## src/rtl/debug_bus_master_if.sv

```systemverilog
// debug_bus_master_if: UART byte streams and 6502-style bus signals of the debug bus master
interface debug_bus_master_if;
  logic [7:0]  RX_DATA;
  logic        RX_VALID;
  logic [7:0]  TX_DATA;
  logic        TX_VALID;
  logic        TX_READY;
  logic        BUS_REQ;
  logic        BUS_GNT;
  logic [15:0] A;
  logic [7:0]  DO;
  logic        R_W_n;
  logic [7:0]  DI;
  logic        BUSY;
  logic        OVERRUN;
  modport master (
    input  RX_DATA, RX_VALID, TX_READY, BUS_GNT, DI,
    output TX_DATA, TX_VALID, BUS_REQ, A, DO, R_W_n, BUSY, OVERRUN
  );
  modport slave (
    output RX_DATA, RX_VALID, TX_READY, BUS_GNT, DI,
    input  TX_DATA, TX_VALID, BUS_REQ, A, DO, R_W_n, BUSY, OVERRUN
  );
endinterface

```

## src/rtl/debug_bus_master.sv

```systemverilog
// debug_bus_master: UART-command-driven single-byte bus reader/writer.
// DEBUG_BUS_AUTOINC_EN adds opcodes '+' (write) and '>' (read) at last address + 1.
module debug_bus_master #(
  parameter int READ_LATENCY   = 2,
  parameter int TIMEOUT_CYCLES = 1000000
) (
  input logic CLK,
  input logic RESET,
  debug_bus_master_if.master bus
);
  typedef enum logic [2:0] {IDLE, GET_AH, GET_AL, GET_D, REQ, CYCLE, RESP} state_t;
  localparam logic [23:0] TMAX = 24'(TIMEOUT_CYCLES - 1);
  state_t      state;
  logic [15:0] addr, a;
  logic [7:0]  data, dout, tx_data;
  logic        wr, rw, bus_req, tx_valid, overrun;
  logic [23:0] tout;
  logic [2:0]  lat;
  assign bus.TX_DATA  = tx_data;
  assign bus.TX_VALID = tx_valid;
  assign bus.BUS_REQ  = bus_req;
  assign bus.A        = a;
  assign bus.DO       = dout;
  assign bus.R_W_n    = rw;
  assign bus.BUSY     = state != IDLE;
  assign bus.OVERRUN  = overrun;
  always_ff @(posedge CLK) begin
    if (RESET) begin
      state    <= IDLE;
      addr     <= '0;
      a        <= '0;
      data     <= '0;
      dout     <= '0;
      tx_data  <= '0;
      wr       <= 1'b0;
      rw       <= 1'b1;
      bus_req  <= 1'b0;
      tx_valid <= 1'b0;
      overrun  <= 1'b0;
      tout     <= '0;
      lat      <= '0;
    end else begin
      if (bus.RX_VALID && (state == REQ || state == CYCLE || state == RESP)) overrun <= 1'b1;
      case (state)
        IDLE: if (bus.RX_VALID) begin
          tout <= '0;
          case (bus.RX_DATA)
            8'h52: begin wr <= 1'b0; state <= GET_AH; end
            8'h57: begin wr <= 1'b1; state <= GET_AH; end
`ifdef DEBUG_BUS_AUTOINC_EN
            8'h2B: begin wr <= 1'b1; addr <= a + 16'd1; state <= GET_D; end
            8'h3E: begin wr <= 1'b0; addr <= a + 16'd1; state <= REQ; end
`endif
            default: begin tx_data <= 8'h15; tx_valid <= 1'b1; state <= RESP; end
          endcase
        end
        GET_AH, GET_AL, GET_D: begin
          tout <= (bus.RX_VALID || tout == TMAX) ? '0 : tout + 24'd1;
          if (bus.RX_VALID) begin
            if (state == GET_AH) addr[15:8] <= bus.RX_DATA;
            if (state == GET_AL) addr[7:0] <= bus.RX_DATA;
            if (state == GET_D) data <= bus.RX_DATA;
            state <= state == GET_AH ? GET_AL : (state == GET_AL && wr) ? GET_D : REQ;
          end else if (tout == TMAX) state <= IDLE;
        end
        REQ: begin
          bus_req <= 1'b1;
          // grant only counts once our request is visible to the CPU
          if (bus_req && bus.BUS_GNT) begin
            a     <= addr;
            dout  <= wr ? data : dout;
            rw    <= !wr;
            lat   <= 3'd1;
            state <= CYCLE;
          end
        end
        CYCLE: begin
          if (wr || lat == 3'(READ_LATENCY)) begin
            rw       <= 1'b1;
            bus_req  <= 1'b0;
            tx_data  <= wr ? 8'h06 : bus.DI;
            tx_valid <= 1'b1;
            state    <= RESP;
          end else lat <= lat + 3'd1;
        end
        RESP: if (bus.TX_READY) begin
          tx_valid <= 1'b0;
          state    <= IDLE;
        end
        default: state <= IDLE;
      endcase
    end
  end
endmodule

```

## src/flat_wrapper.sv

```systemverilog
// flat-port wrapper written by rule: the top's interface ports become plain ports
module debug_bus_master_flat 
#(
  parameter int READ_LATENCY   = 2,
  parameter int TIMEOUT_CYCLES = 1000000
)
  (CLK, RESET, bus_RX_DATA, bus_RX_VALID, bus_TX_READY, bus_BUS_GNT, bus_DI, bus_TX_DATA, bus_TX_VALID, bus_BUS_REQ, bus_A, bus_DO, bus_R_W_n, bus_BUSY, bus_OVERRUN);
  debug_bus_master_if bus_i ();
  input logic CLK;
  input logic RESET;
  input wire logic [$bits(bus_i.RX_DATA)-1:0] bus_RX_DATA;
  input wire logic [$bits(bus_i.RX_VALID)-1:0] bus_RX_VALID;
  input wire logic [$bits(bus_i.TX_READY)-1:0] bus_TX_READY;
  input wire logic [$bits(bus_i.BUS_GNT)-1:0] bus_BUS_GNT;
  input wire logic [$bits(bus_i.DI)-1:0] bus_DI;
  output wire logic [$bits(bus_i.TX_DATA)-1:0] bus_TX_DATA;
  output wire logic [$bits(bus_i.TX_VALID)-1:0] bus_TX_VALID;
  output wire logic [$bits(bus_i.BUS_REQ)-1:0] bus_BUS_REQ;
  output wire logic [$bits(bus_i.A)-1:0] bus_A;
  output wire logic [$bits(bus_i.DO)-1:0] bus_DO;
  output wire logic [$bits(bus_i.R_W_n)-1:0] bus_R_W_n;
  output wire logic [$bits(bus_i.BUSY)-1:0] bus_BUSY;
  output wire logic [$bits(bus_i.OVERRUN)-1:0] bus_OVERRUN;
  assign bus_i.RX_DATA = bus_RX_DATA;
  assign bus_i.RX_VALID = bus_RX_VALID;
  assign bus_i.TX_READY = bus_TX_READY;
  assign bus_i.BUS_GNT = bus_BUS_GNT;
  assign bus_i.DI = bus_DI;
  assign bus_TX_DATA = bus_i.TX_DATA;
  assign bus_TX_VALID = bus_i.TX_VALID;
  assign bus_BUS_REQ = bus_i.BUS_REQ;
  assign bus_A = bus_i.A;
  assign bus_DO = bus_i.DO;
  assign bus_R_W_n = bus_i.R_W_n;
  assign bus_BUSY = bus_i.BUSY;
  assign bus_OVERRUN = bus_i.OVERRUN;
  debug_bus_master #(.READ_LATENCY(READ_LATENCY), .TIMEOUT_CYCLES(TIMEOUT_CYCLES)) u_core (.CLK(CLK), .RESET(RESET), .bus(bus_i));
endmodule
```

## config.mk

```make
export PLATFORM = sky130hd
export DESIGN_NAME = debug_bus_master_flat
export DESIGN_NICKNAME = d
export VERILOG_FILES = /design/src/rtl/debug_bus_master_if.sv /design/src/rtl/debug_bus_master.sv /design/src/flat_wrapper.sv
export SDC_FILE = /design/constraint.sdc
export NUM_CORES = 1
export LEC_CHECK = 0
export BUFFER_PORTS_ARGS = -buffer_cell sky130_fd_sc_hd__buf_2
export CORE_ASPECT_RATIO = 0.75
export CORE_MARGIN = 2
export CORE_UTILIZATION = 35
export DETAILED_ROUTE_END_ITERATION = 8
export PLACE_DENSITY_LB_ADDON = 0.2
export SYNTH_ARGS = -nofsm -noshare
export SYNTH_HDL_FRONTEND = slang
export SYNTH_SLANG_ARGS = --single-unit
```

## constraint.sdc

```tcl
create_clock -name CLK -period 4.1 [get_ports CLK]
set_input_delay 0.205 -clock CLK [delete_from_list [all_inputs] [get_ports CLK]]
set_output_delay 0.205 -clock CLK [all_outputs]
set_load 0.02 [all_outputs]
```

=== Word level (Yosys, flattened, before mapping) ===
Index checks and enable logic that the tools add are counted.

* Equal/unequal tests: 17
* Div/mod/pow operators: 0
* Reduce and logical (&&, ||, !) cells: 30
* $mul: 0
* Shift-type cells: 0
* $lt $le $gt $ge: 0
* Bitwise logic cells: 0
* Multiplexer cells: 31
* $add $sub $neg: 2

{| class="wikitable"
|+ Operator list
! cell !! number
|-
| 2-to-1 mux 24 bit || 2
|-
| case mux 24 bit (2 select lines) || 1
|-
| 2-to-1 mux 3 bit || 11
|-
| 2-to-1 mux 8 bit || 4
|-
| adder 24 x 1 -> 24 bit, second input constant || 1
|-
| equality test 24 x 20 -> 1 bit, second input constant || 1
|-
| AND reduction 3 bit || 7
|-
| equality test 8 x 7 -> 1 bit, second input constant || 2
|-
| case mux 8 bit (2 select lines) || 1
|-
| case mux 3 bit (5 select lines) || 1
|-
| != test 2 bit, second input constant || 6
|-
| AND reduction 5 bit || 2
|-
| equality test 3 x 2 -> 1 bit, second input constant || 3
|-
| equality test 3 bit, second input constant || 3
|-
| nonzero test 2 bit || 4
|-
| 2-to-1 mux 1 bit || 6
|-
| case mux 1 bit (2 select lines) || 3
|-
| case mux 3 bit (2 select lines) || 1
|-
| AND reduction 2 bit || 3
|-
| nonzero test 3 bit || 2
|-
| logical OR 1 bit || 4
|-
| AND reduction 4 bit || 1
|-
| adder 3 x 1 -> 3 bit, second input constant || 1
|-
| equality test 3 x 1 -> 1 bit, second input constant || 1
|-
| 7 further kinds || 9
|}

* Memory bits (read-only): 0
* Output and inout port bits: 37
* Bits in latches: 0
* Register bits: 91
* Bits of input ports: 21
* Logic and storage cells: 94
* Memories kept: 0
* RAM bits: 0

=== Depth between registers and ports, before layout ===
* Word-level depth: 6
* Mapped depth: 8
* Gate-level depth less buffers: 7

=== Least setup slack after synthesis ===
No wires, ideal clock.

* Kind: register to register
* Start: register u_core.tout[0]
* End: register u_core.tout[15]
* Slack: 2.243 ns
* Required time: 4.026 ns
* Cell stages (with the launch flop): 8
* Buffers on the path: 1
* Arrival: 1.782 ns
* Setup time: 0.074 ns
* Cell sequence: dfxtp_1 ha_1 and4_1 buf_2 and3_4 a211o_4 or3_1 o21ai_0

* Cells in the longest elaborated chain, start to end: 4

{| class="wikitable"
|+ RTL lines
! what !! RTL line !! RTL
|-
| start, declared || debug_bus_master.sv:17 || <nowiki>logic [23:0] tout;</nowiki>
|-
| start signal, assigned || debug_bus_master.sv:58 || <nowiki>tout <= (bus.RX_VALID || tout == TMAX) ? '0 : tout + 24'd1;</nowiki>
|-
| branches (longest 2 deep; another with adder 24 x 1 -> 24 bit) || n/a ||
|-
| 2-to-1 mux 24 bit (*) || debug_bus_master.sv:58 ||
|-
| case mux 24 bit (2 select lines) (*) || debug_bus_master.sv:44 || <nowiki>case (state)</nowiki>
|}

Every way passes the cells marked *.
A chain may end at the register's enable or synchronous reset.

=== Worst setup path in the final report ===
* Start: register u_core.state[0]
* End: register u_core.tout[11]

* Cells in the longest elaborated chain, start to end: 4

{| class="wikitable"
|+ RTL lines
! what !! RTL line !! RTL
|-
| start, declared || debug_bus_master.sv:13 || <nowiki>state_t state;</nowiki>
|-
| start signal, assigned || debug_bus_master.sv:63 || <nowiki>state <= state == GET_AH ? GET_AL : (state == GET_AL && wr) ? GET_D : REQ;</nowiki>
|-
| equality test 3 x 2 -> 1 bit or equality test 3 x 1 -> 1 bit (tied branches) || debug_bus_master.sv:44 ||
|-
| OR reduction 3 bit || debug_bus_master.sv:44 ||
|-
| nonzero test 2 bit (no line) || n/a ||
|-
| AND reduction 2 bit (no line) || n/a ||
|}

Several ways; a longest one is shown, not always the timed one.

==> results.sh <==
export IMPL_rsz0062_at_grt="false"
export IMPL_postSynthCellCount=498
export IMPL_holdWs_ns=0.138
export IMPL_firstDrtPassIters=5
export IMPL_postCtsHoldBufs=0
export IMPL_slew_headroom_pct=38.7
export IMPL_antenna_found_initial=0
export IMPL_cts_buffer_depth=2
export IMPL_drt_iter0_markers=255
export IMPL_cts_max_level=3
export IMPL_slowest_delay_ns=0.73
export IMPL_fmax_mhz=399
export IMPL_die_x_um=128
export IMPL_hp_start="bus_DI[3]"
export IMPL_cts_buffers=9
export IMPL_path_delay_family="compound AO/OA/AOI/OAI gates"
export IMPL_final_cell_mix="nand2_1 (108), dfxtp_1 (91), a21oi_1 (70)"
export IMPL_place_congestion=0.840
export IMPL_cp_cell_sequence="nor2_1 > or3_4 > a211oi_4 > o21ai_0 > a31oi_1"
export IMPL_cp_start_kind="register"
export IMPL_finalSetupViolCount=0
export IMPL_syn_num_nets=522
export IMPL_grt_usage_pct=17.2
export IMPL_synth_edf_count=0
export IMPL_p_per_area_nw_per_um2=480
export IMPL_synth_warnings=0
export IMPL_worstPathMaxFanout=23
export IMPL_reg2reg_setup_slack_ns=1.59
export IMPL_drc=0
export IMPL_areaGrowthSynthToFinish_pct=16.2
export IMPL_overflow=0
export IMPL_dieArea_sq_um=12500
export IMPL_fp_row_count=34
export IMPL_synth_area_top_cells="dfxtp_1 (45%), nand2_1 (10%), a21oi_1 (8.6%)"
export IMPL_fp_dieH_um=97.2
export IMPL_cts_resized=0
export IMPL_wl_per_cell_um=14.6
export IMPL_antenna_cells=0
export IMPL_ir_worst_vdd_mv=0.232
export IMPL_final_nets=567
export IMPL_ant_nets=0
export IMPL_synth_top_cell_by_area="dfxtp_1"
export IMPL_route_vias_total=3623
export IMPL_leakagePower_nw=1.73
export IMPL_cp_arrival_ns=2.76
export IMPL_layout_drive_gt1_share_pct=17.4
export IMPL_clock_latency_ns=0.33
export IMPL_maxSlewViolCount=0
export IMPL_syn_avg_cell_area_sq_um=8.14
export IMPL_cts_sinks=91
export IMPL_tritoncts="yes"
export IMPL_tightest_slew_ns=0.916
export IMPL_grt_first_pass_wirelength_um=17100
export IMPL_postCtsSetupBuffers=0
export IMPL_pin_count=58
export IMPL_core_area_sq_um=11400
export IMPL_setup_tns_final_ns=0
export IMPL_finalCritPeriodShare_pct=61.1
export IMPL_synth_top_flop_cell="dfxtp_1"
export IMPL_cp_buffers_inverters=0
export IMPL_portBuffers=57
export IMPL_synth_async_sr_flop_share_pct=0
export IMPL_hold_viol_final=0
export IMPL_path_clk_slew_ns=0.06
export IMPL_critPathKind="reg -> reg"
export IMPL_status="finished clean"
export IMPL_critical_path_startpoint="u_core.state[0]"
export IMPL_ys_seq_area_share_pct=44.9
export IMPL_ys_ff_latch=91
export IMPL_grt_max_degree=41
export IMPL_netlist_area_leader_share_pct=44.9
export IMPL_worst_setup_path_end_kind="register"
export IMPL_hpwl_um=7150
export IMPL_viasPerCell=5.24
export IMPL_cp_slowest_cell="a211oi_4"
export IMPL_netlist_area_sq_um=4060
export IMPL_grt_pass1_vias=3435
export IMPL_clock_skew_ns=0.00492
export IMPL_synth_cell_type_count=61
export IMPL_cts_root_buf="clkbuf_16"
export IMPL_routed_wl_um=10100
export IMPL_initial_utilization_pct=35.4
export IMPL_required_ns=4.36
export IMPL_max_cap_violations=0
export IMPL_regToRegStartpoint="u_core.state[0]"
export IMPL_final_common_cell="nand2_1"
export IMPL_hold_class="in -> reg"
export IMPL_min_period_ns=2.51
## report_power, final
| part | switching [W] | leakage, nW | internal [W] | total (W) |
|---|---|---|---|---|
| clock network | 0.000327 | 0.142 | 0.000486 | 0.000812 |
| registers | 0.0000694 | 0.735 | 0.000936 | 0.00100 |
| logic | 0.000301 | 0.856 | 0.000145 | 0.000446 |
| total | 0.000698 | 1.73 | 0.00157 | 0.00226 |
## metrics by stage
stage / cell area, sq um / setup WS (ns) / util, % / power, W / cells
6_report: 4710 / 1.59 / 41.2 / 0.00226 / 691
5_1_grt: 4710 / 1.44 / 41.2 / 0.00240 / 691
4_1_cts: 4710 / 1.62 / 41.2 / 0.00229 / 691
3_5_place_dp: 4420 / 1.66 / 38.6 / 0.00147 / 676
3_3_place_gp: 4420 / 1.76 / 38.6 / 0.00145 / 676
2_1_floorplan: 4060 / 2.24 / - / 0.00135 / 498
## synth_stat cells (all sizes together) (2+ instances only)
library cell / number
nand2: 108
and4: 2
and2: 4
o21ai: 17
a22oi: 4
or2: 2
nor2b: 8
nand4: 10
nor2: 31
and3: 9
xor2: 2
a221o: 2
nand3b: 2
xnor2: 5
o211ai: 6
o31ai: 4
a41o: 2
a211oi: 5
a31oi: 7
mux2i: 10
a211o: 2
ha: 3
nand3: 18
nand2b: 2
o21a: 2
nor3: 10
inv: 15
nor4: 3
or3: 4
buf: 14
dfxtp: 91
clkbuf: 11
a21oi: 71
o21bai: 2
## routing by layer
layer	track usage, %	wire length (um)	vias up
met4	3.21	44	0
met5	0	0	-
met2	25.3	4460	81
met3	6.33	672	2
met1	24.3	4920	1709
li1	-	-	1831
## worst register-to-register path: cells and delay by family (launching register included)
family          cells  cell delay, ns
compound gates      3            1.16
flops               1            0.64
simple gates        2            0.63
## logic make-up after synthesis
kind of cell,Yosys count,share of synthesized area [%]
simple gates,218,26.2
compound gates,129,19.7
flops,91,44.9
buf+inv,40,4.29
mux,10,2.47
xor+xnor,7,1.51
fa+ha+maj,3,0.926
## flip-flops by register name, indices dropped and copies added (netlist names)
register / count
u_core.wr: 1
u_core.bus.TX_DATA: 8
u_core.state: 3
u_core.bus.OVERRUN: 1
u_core.lat: 3
u_core.bus.DO: 8
u_core.data: 8
u_core.bus.BUS_REQ: 1
u_core.tout: 24
u_core.bus.TX_VALID: 1
u_core.addr: 16
u_core.bus.A: 16
u_core.bus.R_W_n: 1
## worst paths after layout
path	end	depth (start not counted)
min	u_core.bus.TX_DATA[3]	3
min reg2reg	u_core.bus.A[13]	2
max	u_core.tout[11]	5
max reg2reg	u_core.tout[11]	5
## area by class of cell
type                    count  area, sq um
inverters                  15         56.3
well taps                 144          180
fillers                  1152         6730
flip-flops and latches     91         1820
repair buffers             59          300
multi-input cells         367         2060
clock buffers              11          243
clock inverters             4         51.3
Power figures use the tool's default switching activity.
